[config.mk]
export PLATFORM = sky130hd
export DESIGN_NAME = sn74ls596_loader
export DESIGN_NICKNAME = d
export VERILOG_FILES = /design/src/rtl/sn74ls596_loader.sv
export SDC_FILE = /design/constraint.sdc
export NUM_CORES = 1
export LEC_CHECK = 0
export BUFFER_PORTS_ARGS = -buffer_cell sky130_fd_sc_hd__buf_2
export CORE_MARGIN = 2
export CORE_UTILIZATION = 46
export DETAILED_ROUTE_END_ITERATION = 10
export PLACE_DENSITY = 0.72
export SETUP_SLACK_MARGIN = 0.1
export SLEW_MARGIN = 10
export SYNTH_ARGS = -nofsm -noshare
export SYNTH_HDL_FRONTEND = slang
export SYNTH_SLANG_ARGS = --single-unit
[constraint.sdc]
create_clock -name clk -period 1.5 [get_ports clk]
set_input_delay 0.075 -clock clk [delete_from_list [all_inputs] [get_ports clk]]
set_output_delay 0.075 -clock clk [all_outputs]
set_load 0.01 [all_outputs]
[src/rtl/sn74ls596_loader.sv]
`default_nettype none
// ============================================================================
// Module   : sn74ls596_loader
// Purpose  : Serialises parallel words into a cascade of NDEV sn74ls596
//            shift/storage registers. Each word is shifted out MSB first on
//            ser/sck and then transferred to the device outputs with an rck
//            pulse. Also sequences shift-register clears (sclr) and drives
//            the active-low output-enable pin g from the oe request.
// Revision : 1.0  initial release
// ----------------------------------------------------------------------------
// Parameters
//   NDEV       number of cascaded '596 devices (word width W = 8*NDEV)
//   DIV        clk cycles per sck/rck/sclr half-period (DIV >= 1)
// Ports
//   clk        system clock, all state on rising edge
//   clr        asynchronous active-low reset
//   din        parallel word, din[W-1] shifted first
//   valid      load request, qualified by ready
//   clear_req  clear request, qualified by ready (wins over valid)
//   oe         output enable request, 1 = device outputs driven
//   ready      high only while idle
//   busy       complement of ready
//   ser        serial data to the first device
//   sck        shift clock, idle high, devices shift on the rising edge
//   rck        storage clock, idle high, devices latch on the rising edge
//   sclr       shift-register clear, active-low
//   g          output enable to the devices, active-low
// ============================================================================
module sn74ls596_loader #(
    parameter int NDEV = 1,
    parameter int DIV  = 1
) (
    input  logic                clk,
    input  logic                clr,
    input  logic [8*NDEV-1:0]   din,
    input  logic                valid,
    input  logic                clear_req,
    input  logic                oe,
    output logic                ready,
    output logic                busy,
    output logic                ser,
    output logic                sck,
    output logic                rck,
    output logic                sclr,
    output logic                g
);

    localparam int W  = 8 * NDEV;
    localparam int BW = $clog2(W);
    localparam int DW = (DIV > 1) ? $clog2(DIV) : 1;

    localparam logic [DW-1:0] DIV_LAST = DW'(DIV - 1);
    localparam logic [BW-1:0] BIT_LAST = BW'(W - 1);

    typedef enum logic [2:0] {
        IDLE = 3'd0,    // waiting for a request, ready high
        SLO  = 3'd1,    // sck low, ser presenting the current bit
        SHI  = 3'd2,    // sck high, devices have shifted on entry
        CLR  = 3'd3,    // sclr low, device shift registers clearing
        LAT  = 3'd4     // rck low, storage transfer on exit
    } state_t;

    state_t         state;
    state_t         state_nx;
    logic [DW-1:0]  divcnt;
    logic [DW-1:0]  divcnt_nx;
    logic [BW-1:0]  bitcnt;
    logic [BW-1:0]  bitcnt_nx;
    logic [W-1:0]   shreg;
    logic [W-1:0]   shreg_nx;
    logic           ser_nx;
    logic           div_done;

    // Every non-idle state lasts exactly DIV clk cycles.
    assign div_done = (divcnt == DIV_LAST);

    // ------------------------------------------------------------------
    // State register and output flops.
    // The pin outputs are registered from the next state, so each pin is
    // a direct flop output and changes on the same edge the state does.
    // ------------------------------------------------------------------
    always_ff @(posedge clk or negedge clr) begin
        if (!clr) begin
            state  <= IDLE;
            divcnt <= '0;
            bitcnt <= '0;
            shreg  <= '0;
            ser    <= 1'b0;
            sck    <= 1'b1;
            rck    <= 1'b1;
            sclr   <= 1'b1;
            ready  <= 1'b1;
            busy   <= 1'b0;
            g      <= 1'b1;
        end else begin
            state  <= state_nx;
            divcnt <= divcnt_nx;
            bitcnt <= bitcnt_nx;
            shreg  <= shreg_nx;
            ser    <= ser_nx;
            sck    <= (state_nx != SLO);
            rck    <= (state_nx != LAT);
            sclr   <= (state_nx != CLR);
            ready  <= (state_nx == IDLE);
            busy   <= (state_nx != IDLE);
            // Output enable is independent of the sequencer.
            g      <= ~oe;
        end
    end

    // ------------------------------------------------------------------
    // Next-state logic.
    // ------------------------------------------------------------------
    always_comb begin
        state_nx  = state;
        divcnt_nx = div_done ? '0 : (divcnt + DW'(1));
        bitcnt_nx = bitcnt;
        shreg_nx  = shreg;

        case (state)
            IDLE: begin
                divcnt_nx = '0;
                // A clear request takes the slot; a simultaneous word
                // stays pending on valid until ready returns.
                if (clear_req) begin
                    state_nx = CLR;
                end else if (valid) begin
                    shreg_nx  = din;
                    bitcnt_nx = BIT_LAST;
                    state_nx  = SLO;
                end
            end
            SLO: begin
                if (div_done) begin
                    state_nx = SHI;
                end
            end
            SHI: begin
                if (div_done) begin
                    shreg_nx = {shreg[W-2:0], 1'b0};
                    if (bitcnt == '0) begin
                        state_nx = LAT;
                    end else begin
                        bitcnt_nx = bitcnt - BW'(1);
                        state_nx  = SLO;
                    end
                end
            end
            CLR: begin
                // Go through LAT so the cleared zeros reach the outputs.
                if (div_done) begin
                    state_nx = LAT;
                end
            end
            LAT: begin
                if (div_done) begin
                    state_nx = IDLE;
                end
            end
            default: begin
                state_nx  = IDLE;
                divcnt_nx = '0;
            end
        endcase
    end

    // ser is updated only on entry to SLO (the sck falling edge), which
    // gives DIV cycles of setup and DIV cycles of hold around each rising
    // sck edge. It holds its last value everywhere else.
    always_comb begin
        ser_nx = ser;
        if (state_nx == SLO) begin
            ser_nx = shreg_nx[W-1];
        end
    end

endmodule
`default_nettype wire

== After elaboration in Yosys (flattened, before gate mapping) ==
Cells that the tools add are included.

* ROM bits: 0
* Register bits: 22
* Bits in writable memories: 0
* Output and inout port bits: 7
* Bits in latches: 0
* Memories: 0

* Add/sub/neg operators: 2
* Div/mod/pow operators: 0
* Bitwise gates (word level): 1
* Eq/ne operators: 12
* Mux-type cells: 19
* Multipliers: 0
* Magnitude comparators: 0
* Reductions and logical operators: 8
* Shift-type cells: 0

{| class="wikitable"
|+ Operators with widths
! kind !! count
|-
| two-way mux 3 bit || 11
|-
| two-way mux 8 bit || 3
|-
| case mux 8 bit (2 select lines) || 1
|-
| case mux 3 bit (5 select lines) || 1
|-
| zero test 3 bit || 3
|-
| != test 2 bit (second input constant) || 4
|-
| == test 3 x 1 -> 1 bit (second input constant) || 2
|-
| == test 3 x 2 -> 1 bit (second input constant) || 2
|-
| case mux 3 bit (2 select lines) || 1
|-
| AND reduction 5 bit || 1
|-
| AND reduction 4 bit || 1
|-
| OR reduction 4 bit || 1
|-
| == test 3 bit (second input constant) || 1
|-
| != test 3 x 1 -> 1 bit (second input constant) || 1
|-
| != test 3 x 2 -> 1 bit (second input constant) || 1
|-
| != test 3 bit (second input constant) || 1
|-
| nonzero test 3 bit || 1
|-
| subtractor 3 x 1 -> 3 bit (second input constant) || 1
|-
| two-way mux 1 bit || 2
|-
| nonzero test 2 bit || 1
|-
| adder 1 bit (second input constant) || 1
|-
| NOT 1 bit || 1
|}

== Longest topological paths before layout ==
Gate-level depths: netlist of the first run.

* Depth in word-level cells: 5
* Mapped depth: 6
* Mapped depth without buffers: 6

== Worst setup path before layout of the first run ==
Ideal clock, no wire load.

* Path kind: flip-flop to flip-flop
* Start: register bitcnt[0]
* End: register ser
* Required time: 1375 ps
* Cell stages (with the launch flop): 7
* Arrival time: 1367 ps
* Setup slack: 8 ps
* Library setup time: 125 ps
* Period minus slack after synthesis: 1492 ps
* Path through: dfrtp_1 -> inv_1 -> ha_1 -> nand2b_1 -> mux2_2 -> nand2_1 -> mux2_2

* Word-level cells in the longest chain between the ends: 5

{| class="wikitable"
|+ RTL lines
! item !! RTL line !! RTL
|-
| start: declaration || 67 || <nowiki>logic [BW-1:0] bitcnt;</nowiki>
|-
| start signal: assignment || 98 || <nowiki>bitcnt <= bitcnt_nx;</nowiki>
|-
| zero test 3 bit || 141 || <nowiki>if (bitcnt == '0) begin</nowiki>
|-
| two-way mux 3 bit || 141 ||
|-
| two-way mux 3 bit || 139 || <nowiki>if (div_done) begin</nowiki>
|-
| case mux 3 bit (5 select lines) || 120 || <nowiki>case (state)</nowiki>
|-
| == test 3 x 1 -> 1 bit || 172 || <nowiki>if (state_nx == SLO) begin</nowiki>
|-
| end signal: assignment || 100 || <nowiki>ser <= ser_nx;</nowiki>
|-
| end: declaration || 41 || <nowiki>output logic ser,</nowiki>
|}

No other way between the ends.
A chain may end at the register's enable or synchronous reset.

== Worst setup path in the final report of the first run ==
* Start: register state[0]
* End: register ser

* Elaborated cells between the ends (all ways): 14
* Those cells by class: 5 x eq/ne; 8 x mux; 1 x reduce/logical

{| class="wikitable"
|+ RTL lines
! item !! RTL line !! RTL
|-
| start: declaration || 63 || <nowiki>state_t state;</nowiki>
|-
| start signal: assignment || 96 || <nowiki>state <= state_nx;</nowiki>
|-
| == test 3 x 2 -> 1 bit or zero test 3 bit (tied branches) || 120 ||
|-
| case mux 8 bit (2 select lines) (*) || 120 ||
|-
| net shreg_nx[7] || 70 || <nowiki>logic [W-1:0] shreg_nx;</nowiki>
|}

The timed path passes the listed nets; every way through them passes the cells marked *.

==> impl_metrics.csv, run 1 <==
group,metric,value,unit
clock_tree,clock_latency,0.30,ns
setup_path,cp_slowest_cell,"dfrtp_2",
setup_path,cp_data_required_time,1.76,ns
sta,rsz0062_at_grt,"yes",
yosys,synth_area_leaders,"dfrtp_1 (44%), dfstp_2 (15%), a222oi_1 (6.6%), inv_1 (4.6%), ha_1 (2.8%)",
route,routedWlPerCell,12.1,um
sta,period_needed,1.49,ns
floorplanning,fp.dieW,48.3,um
flow_run,maxCapViolations,0,
yosys,syn_inst,74,
sta,fin_crit_sh,99.5,%
yosys,synthTopCellsByCount,"dfrtp_1 (16), inv_1 (11), a222oi_1 (6)",
sta,whs,0.0504,ns
pwr,p_sw,819,uW
setup_path,end_kind,"flip-flop",
global_routing,grt_overflow,0,
floorplanning,dieArea,2330,sq um
clock_tree,cts_tree,"built",
place,dpl.hpwl,1.14,mm
clock_tree,cts-root-buf,"clkbuf_4",
clock_tree,cts.sinks,21,
cells_and_area,drive_above_1_share,51.2,%
yosys,synth_enable_flop_cells,0,
worst_hold_path,worstHoldPathType,"input pin to flip-flop",
setup_path,start_kind,"flip-flop",
global_routing,grt_antenna_before_repair,0,
global_routing,grt_pass1_vias,732,
cells_and_area,fillers,147,
pwr,clkPwrFrac,11.1,%
setup_path,arrival,1.75,ns
cells_and_area,multi_input_area,358,sq um
route,drt_wl_total,1.79,mm
floorplanning,start_util,47.5,%
setup_path,cp_num_buf_inv,0,
pwr,p_leak,0.000661,uW
sta,fmax,670,MHz
route,routed_via_density,5.01,
route,dr.pass1.iters,4,
sta,skew,0.0106,ns
yosys,synth.most_common_cell,"dfrtp_1",
cells_and_area,area_growth,47.6,%
sta,setup_viol,0,
yosys,synth_top_area_share,44.3,%
clock_tree,numCtsBuffers,3,
yosys,synthArstFlopShare,100,%
yosys,synthFlopType,"dfrtp_1",
yosys,synth_seq_cells,21,
clock_tree,htree_levels,1,
pwr,pwr-share-comb,48.8,%
setup_path,cp_top_family,"simple AND/OR/NAND/NOR gates",
route,drc,0,
floorplanning,io_pins,20,
place,port_buffers,19,
sta,tightest_slew,0.464,ns
yosys,syn_area_per_cell,12.2,sq um
setup_path,worstSetupPathType,"flip-flop to flip-flop",
clock_tree,cts.clk_slew.worst_paths,0.12,ns
setup_path,crit_chain,"or3_4 > nor3b_4 > a221o_1 > mux2_4",
pwr,p_sw_share,33.7,%
clock_tree,clk_path_buf_depth,2,
sta,slew_violations,0,
yosys,syn_area,903,sq um
global_routing,grt_max_degree,22,
place,place_congestion,0.754,
pwr,seq_power_share,40.0,%
floorplanning,core,1900,sq um
cells_and_area,fin_util,70.1,%
status,run_status,"complete, no violations",
pwr,power.internal,1610,uW
yosys,ys_warn_count,0,
yosys,synth_fp_nets,89,
route,drt_iter0_drc,17,
setup_path,slowest_delay,0.45,ns
pwr,powerDensity,1820,nW/um^2
setup_path,crit_fanout,3,
cells_and_area,regArea,534,sq um
global_routing,grt_usage,16.7,%
sta,final_hold_viol_count,0,
yosys,synth_top_area_cell,"dfrtp_1",
yosys,yosys.cell_types.count,29,
route,final_antenna_net_count,0,
floorplanning,num_rows,16,
global_routing,grt_pass1_wl,3.10,mm
route,vias,741,
cells_and_area,diodes,0,
floorplanning,die_h,48.3,um
cells_and_area,final_nets,137,
pwr,irDropWorstVdd,1.07,mV
yosys,yosysSeqAreaShare,58.9,%
sta,slew_headroom,69.0,%
metal layers:
metal  routed length, um  vias up  GRT usage, %
met3                  92        4          4.01
met1                 772      357          20.6
li1                    -      356             -
met4                  31        0          9.05
met5                   0        -             0
met2                 890       24          27.1
state kept, by name, summed over array words and instances, names as in the netlist:
name / count
bitcnt: 3
ready: 1
sclr: 1
ser: 1
g: 1
rck: 1
shreg: 8
busy: 1
sck: 1
state: 3
final timing paths:
kind                            from  endpoint  slack, ns  cells past startpoint
setup / recovery            state[0]       ser      0.007                      4
hold / removal             clear_req  state[1]       0.05                      3
setup reg to reg            state[0]       ser      0.007                      4
hold reg to reg             shreg[4]  shreg[4]       0.51                      2
max in group asynchronous        clr         g       0.91                      2
min in group asynchronous        clr  state[1]       0.23                      2
kinds of logic after synthesis:
| kind of cell | share of synthesized area [%] |
|---|---|
| simple gates | 15.8 |
| mux | 3.60 |
| flops | 58.9 |
| buf+inv | 6.65 |
| fa+ha+maj | 2.77 |
| compound gates | 12.3 |
what timing repair did:
item | in CTS | in global routing
pin swaps | 5 | 7
endpoints found under the hold margin | 25 | 0
cloned | 1 | 1
gates resized for setup | 9 | 6
endpoints found under the setup margin | 9 | 13
setup buffers | 5 | 1
hold buffers | 10 | 0
area by class of cell:
cell class | instances | share of cell area (%)
flip-flops and latches | 21 | 40.1
inverters | 11 | 3.10
well taps | 27 | 2.53
clock inverters | 1 | 0.375
repair buffers | 45 | 25.4
clock buffers | 3 | 1.69
multi-input cells | 40 | 26.8
power groups by stage:
| stage | clock (uW) | sequential, uW | combinational (uW) |
|---|---|---|---|
| after floorplan | 0 | 987 | 567 |
| after global placement | 0 | 976 | 876 |
| after detailed placement | 0 | 984 | 898 |
| after CTS | 281 | 968 | 1110 |
| after global routing | 310 | 1000 | 1300 |
| final | 271 | 972 | 1190 |
cell usage in the layout (no fill, tap or decap), types with 2 or more instances in the layout:
| master | n |
|---|---|
| dfrtp_2 | 2 |
| buf_6 | 3 |
| dlygate4sd3_1 | 10 |
| nor3_1 | 2 |
| nor2_1 | 2 |
| clkbuf_4 | 3 |
| buf_4 | 12 |
| mux2_4 | 2 |
| nand2b_1 | 2 |
| nor2b_1 | 3 |
| dfrtp_1 | 14 |
| buf_2 | 19 |
| nor3b_4 | 2 |
| dfstp_2 | 5 |
| inv_1 | 9 |
| a222oi_1 | 6 |
| inv_2 | 2 |
tightest hold or removal path, stage by stage:
cell and delay [ns]:
buf_2 0.13, nor2_1 0.08, nor3_1 0.05
through the flow:
stage | setup TNS, ns | power, uW | setup WS (ns) | area (sq um) | instances
after global placement | 0 | 1850 | 0.0181 | 1090 | 126
final | 0 | 2430 | 0.00748 | 1330 | 148
after CTS | 0 | 2360 | 0.0175 | 1300 | 146
after detailed placement | -0.00569 | 1880 | -0.00569 | 1090 | 126
after global routing | -0.0990 | 2610 | -0.0426 | 1330 | 148
after floorplan | 0 | 1550 | 0.0719 | 923 | 74
Power figures use the tool's default switching activity.
==> inputs of run 2 (changes only) <==
==> constraint.sdc (replaced) <==
create_clock -name clk -period 1.5 [get_ports clk]
set_input_delay 0.225 -clock clk [delete_from_list [all_inputs] [get_ports clk]]
set_output_delay 0.225 -clock clk [all_outputs]
set_load 0.01 [all_outputs]
==> run 2 against run 1 <==
  * Critical path depth unchanged
  * Cell area down 6.8%
  * Via count decreased by 4.3%
  * Setup slack about the same
  * Fmax about the same
  * Sequential cell count unchanged
  * Largest power group unchanged
==> impl_metrics.csv, run 2 (synthesis results as in run 1) <==
group,metric,value,unit
pwr,total_power,2410,uW
floorplanning,start_util,47.5,%
sta,setup_viol,0,
setup_path,cp_num_buf_inv,0,
global_routing,grt_usage,16.3,%
sta,whs,0.0203,ns
clock_tree,cts_tree,"built",
sta,fin_crit_sh,99.5,%
setup_path,cp_slowest_cell,"dfrtp_2",
worst_hold_path,worstHoldPathType,"input pin to flip-flop",
global_routing,grt_antenna_before_repair,0,
global_routing,grt_max_degree,22,
sta,setup_ws,0.00771,ns
cells_and_area,area_growth,37.7,%
route,routedWlPerCell,12.5,um
cells_and_area,fillers,152,
setup_path,rrSetupSlack,0.008,ns
sta,slew_violations,0,
sta,final_hold_viol_count,0,
setup_path,rr_endpoint,"ser",
setup_path,cp_top_family,"simple AND/OR/NAND/NOR gates",
clock_tree,numCtsBuffers,3,
pwr,p_sw_share,33.8,%
floorplanning,fp.dieW,48.3,um
route,drc,0,
clock_tree,cts.clk_slew.worst_paths,0.12,ns
route,drt_wl_total,1.73,mm
worst_hold_path,hold_path.startpoint,"oe",
cells_and_area,final_common_cell,"buf_2",
place,place_congestion,0.754,
clock_tree,cts.sinks,21,
cells_and_area,final_nets,128,
route,dr.pass1.iters,4,
place,place_ws,-0.00569,ns
setup_path,cp-endpoint,"ser",
setup_path,crit_fanout,3,
sta,fmax,670,MHz
pwr,pwr-share-comb,48.4,%
clock_tree,clock_latency,0.30,ns
setup_path,worstSetupPathType,"flip-flop to flip-flop",
flow_run,maxCapViolations,0,
place,port_buffers,19,
floorplanning,dieArea,2330,sq um
sta,tightest_slew,0.464,ns
sta,skew,0.00974,ns
sta,period_needed,1.49,ns
setup_path,slowest_delay,0.45,ns
cells_and_area,largest_reg_flops,8,
pwr,p_sw,816,uW
setup_path,crit_chain,"or3_4 > nor3b_4 > a221o_1 > mux2_4",
floorplanning,die_h,48.3,um
setup_path,cp_data_required_time,1.76,ns
clock_tree,clk_path_buf_depth,2,
clock_tree,htree_levels,1,
floorplanning,core,1900,sq um
cells_and_area,layout_common_cells,"buf_2 (19), dfrtp_1 (14), buf_4 (12), inv_1 (9), a222oi_1 (6)",
place,dp_cells,126,
cells_and_area,top_register,"shreg",
sta,slew_headroom,69.1,%
cells_and_area,diodes,0,
global_routing,grt_pass1_wl,3.02,mm
route,routed_via_density,5.10,
global_routing,grt_overflow,0,
cells_and_area,top_regs,"shreg x8, bitcnt x3, state x3",
cells_and_area,drive_above_1_share,55.4,%
pwr,irDropWorstVdd,1.04,mV
sta,rsz0062_at_grt,"yes",
setup_path,r2r_start,"state[0]",
route,final_antenna_net_count,0,
setup_path,start_kind,"flip-flop",
setup_path,end_kind,"flip-flop",
setup_path,crit_cells,4,
route,vias,709,
setup_path,arrival,1.75,ns
pwr,power.internal,1590,uW
pwr,powerDensity,1940,nW/um^2
floorplanning,num_rows,16,
floorplanning,io_pins,20,
clock_tree,cts-root-buf,"clkbuf_4",
pwr,seq_power_share,40.4,%
pwr,p_leak,0.000623,uW
status,run_status,"complete, no violations",
global_routing,grt_pass1_vias,709,
pwr,clkPwrFrac,11.2,%
setup_path,startpoint,"state[0]",
route,drt_iter0_drc,38,
setup_path,reg2reg_depth,4,
place,dpl.hpwl,1.14,mm
cells_and_area,fin_cells,139,
run 2: cell count changes in the layout (fill, tap and decap cells not counted):
cell	before	now
dlygate4sd3_1	10	1
run 2: power by group through the flow:
stage	Combinational (uW)	Sequential, uW	Clock (uW)
finish	1170	975	269
global route	1270	1000	310
floorplan	567	987	0
global placement	876	976	0
detailed placement	898	984	0
CTS	1090	968	281
run 2: routing by layer:
metal | vias up | GRT usage (%) | wire length, um | part of all wire [%]
met5 | - | 0 | 0 | 0
met4 | 0 | 9.05 | 31 | 1.8
met3 | 4 | 3.70 | 74 | 4.3
met2 | 20 | 26.2 | 842 | 49
met1 | 347 | 20.4 | 786 | 45
li1 | 338 | - | - | -
run 2: how the worst min path moves through the flow:
stage / end / cells after the start
2_1_floorplan: bitcnt[0] / 0
3_3_place_gp: bitcnt[1] / 1
3_5_place_dp: bitcnt[1] / 1
4_1_cts: g / 2
5_1_grt: g / 2
6_report: g / 2
run 2: final cells by class:
type | count | area, sq um | area share (%)
timing repair buffer | 36 | 249 | 20.0
tap | 27 | 33.8 | 2.72
multi-input combinational | 40 | 358 | 28.8
sequential | 21 | 534 | 43.0
clock buffer | 3 | 22.5 | 1.81
clock inverter | 1 | 5.00 | 0.402
inverter | 11 | 41.3 | 3.32
run 2: repair_timing:
item	in CTS	in global routing
endpoints found under the setup margin	9	13
pin swaps	5	6
gates cloned	1	1
buffers inserted	5	1
resized for setup	9	6
hold buffers	1	0
endpoints found under the hold margin	16	0
run 2: stage by stage:
stage | utilization [%] | cell area (sq um) | TNS, ns
after floorplan | - | 923 | 0
after global placement | 57.5 | 1090 | 0
after detailed placement | 57.5 | 1090 | -0.00569
after CTS | 63.6 | 1210 | 0
after global routing | 65.4 | 1240 | -0.0993
final | 65.4 | 1240 | 0
run 2: worst register-to-register path, cell delays in order (launching register included):
cell	delay, ns
dfrtp_2	0.45
or3_4	0.39
nor3b_4	0.25
a221o_1	0.20
mux2_4	0.14
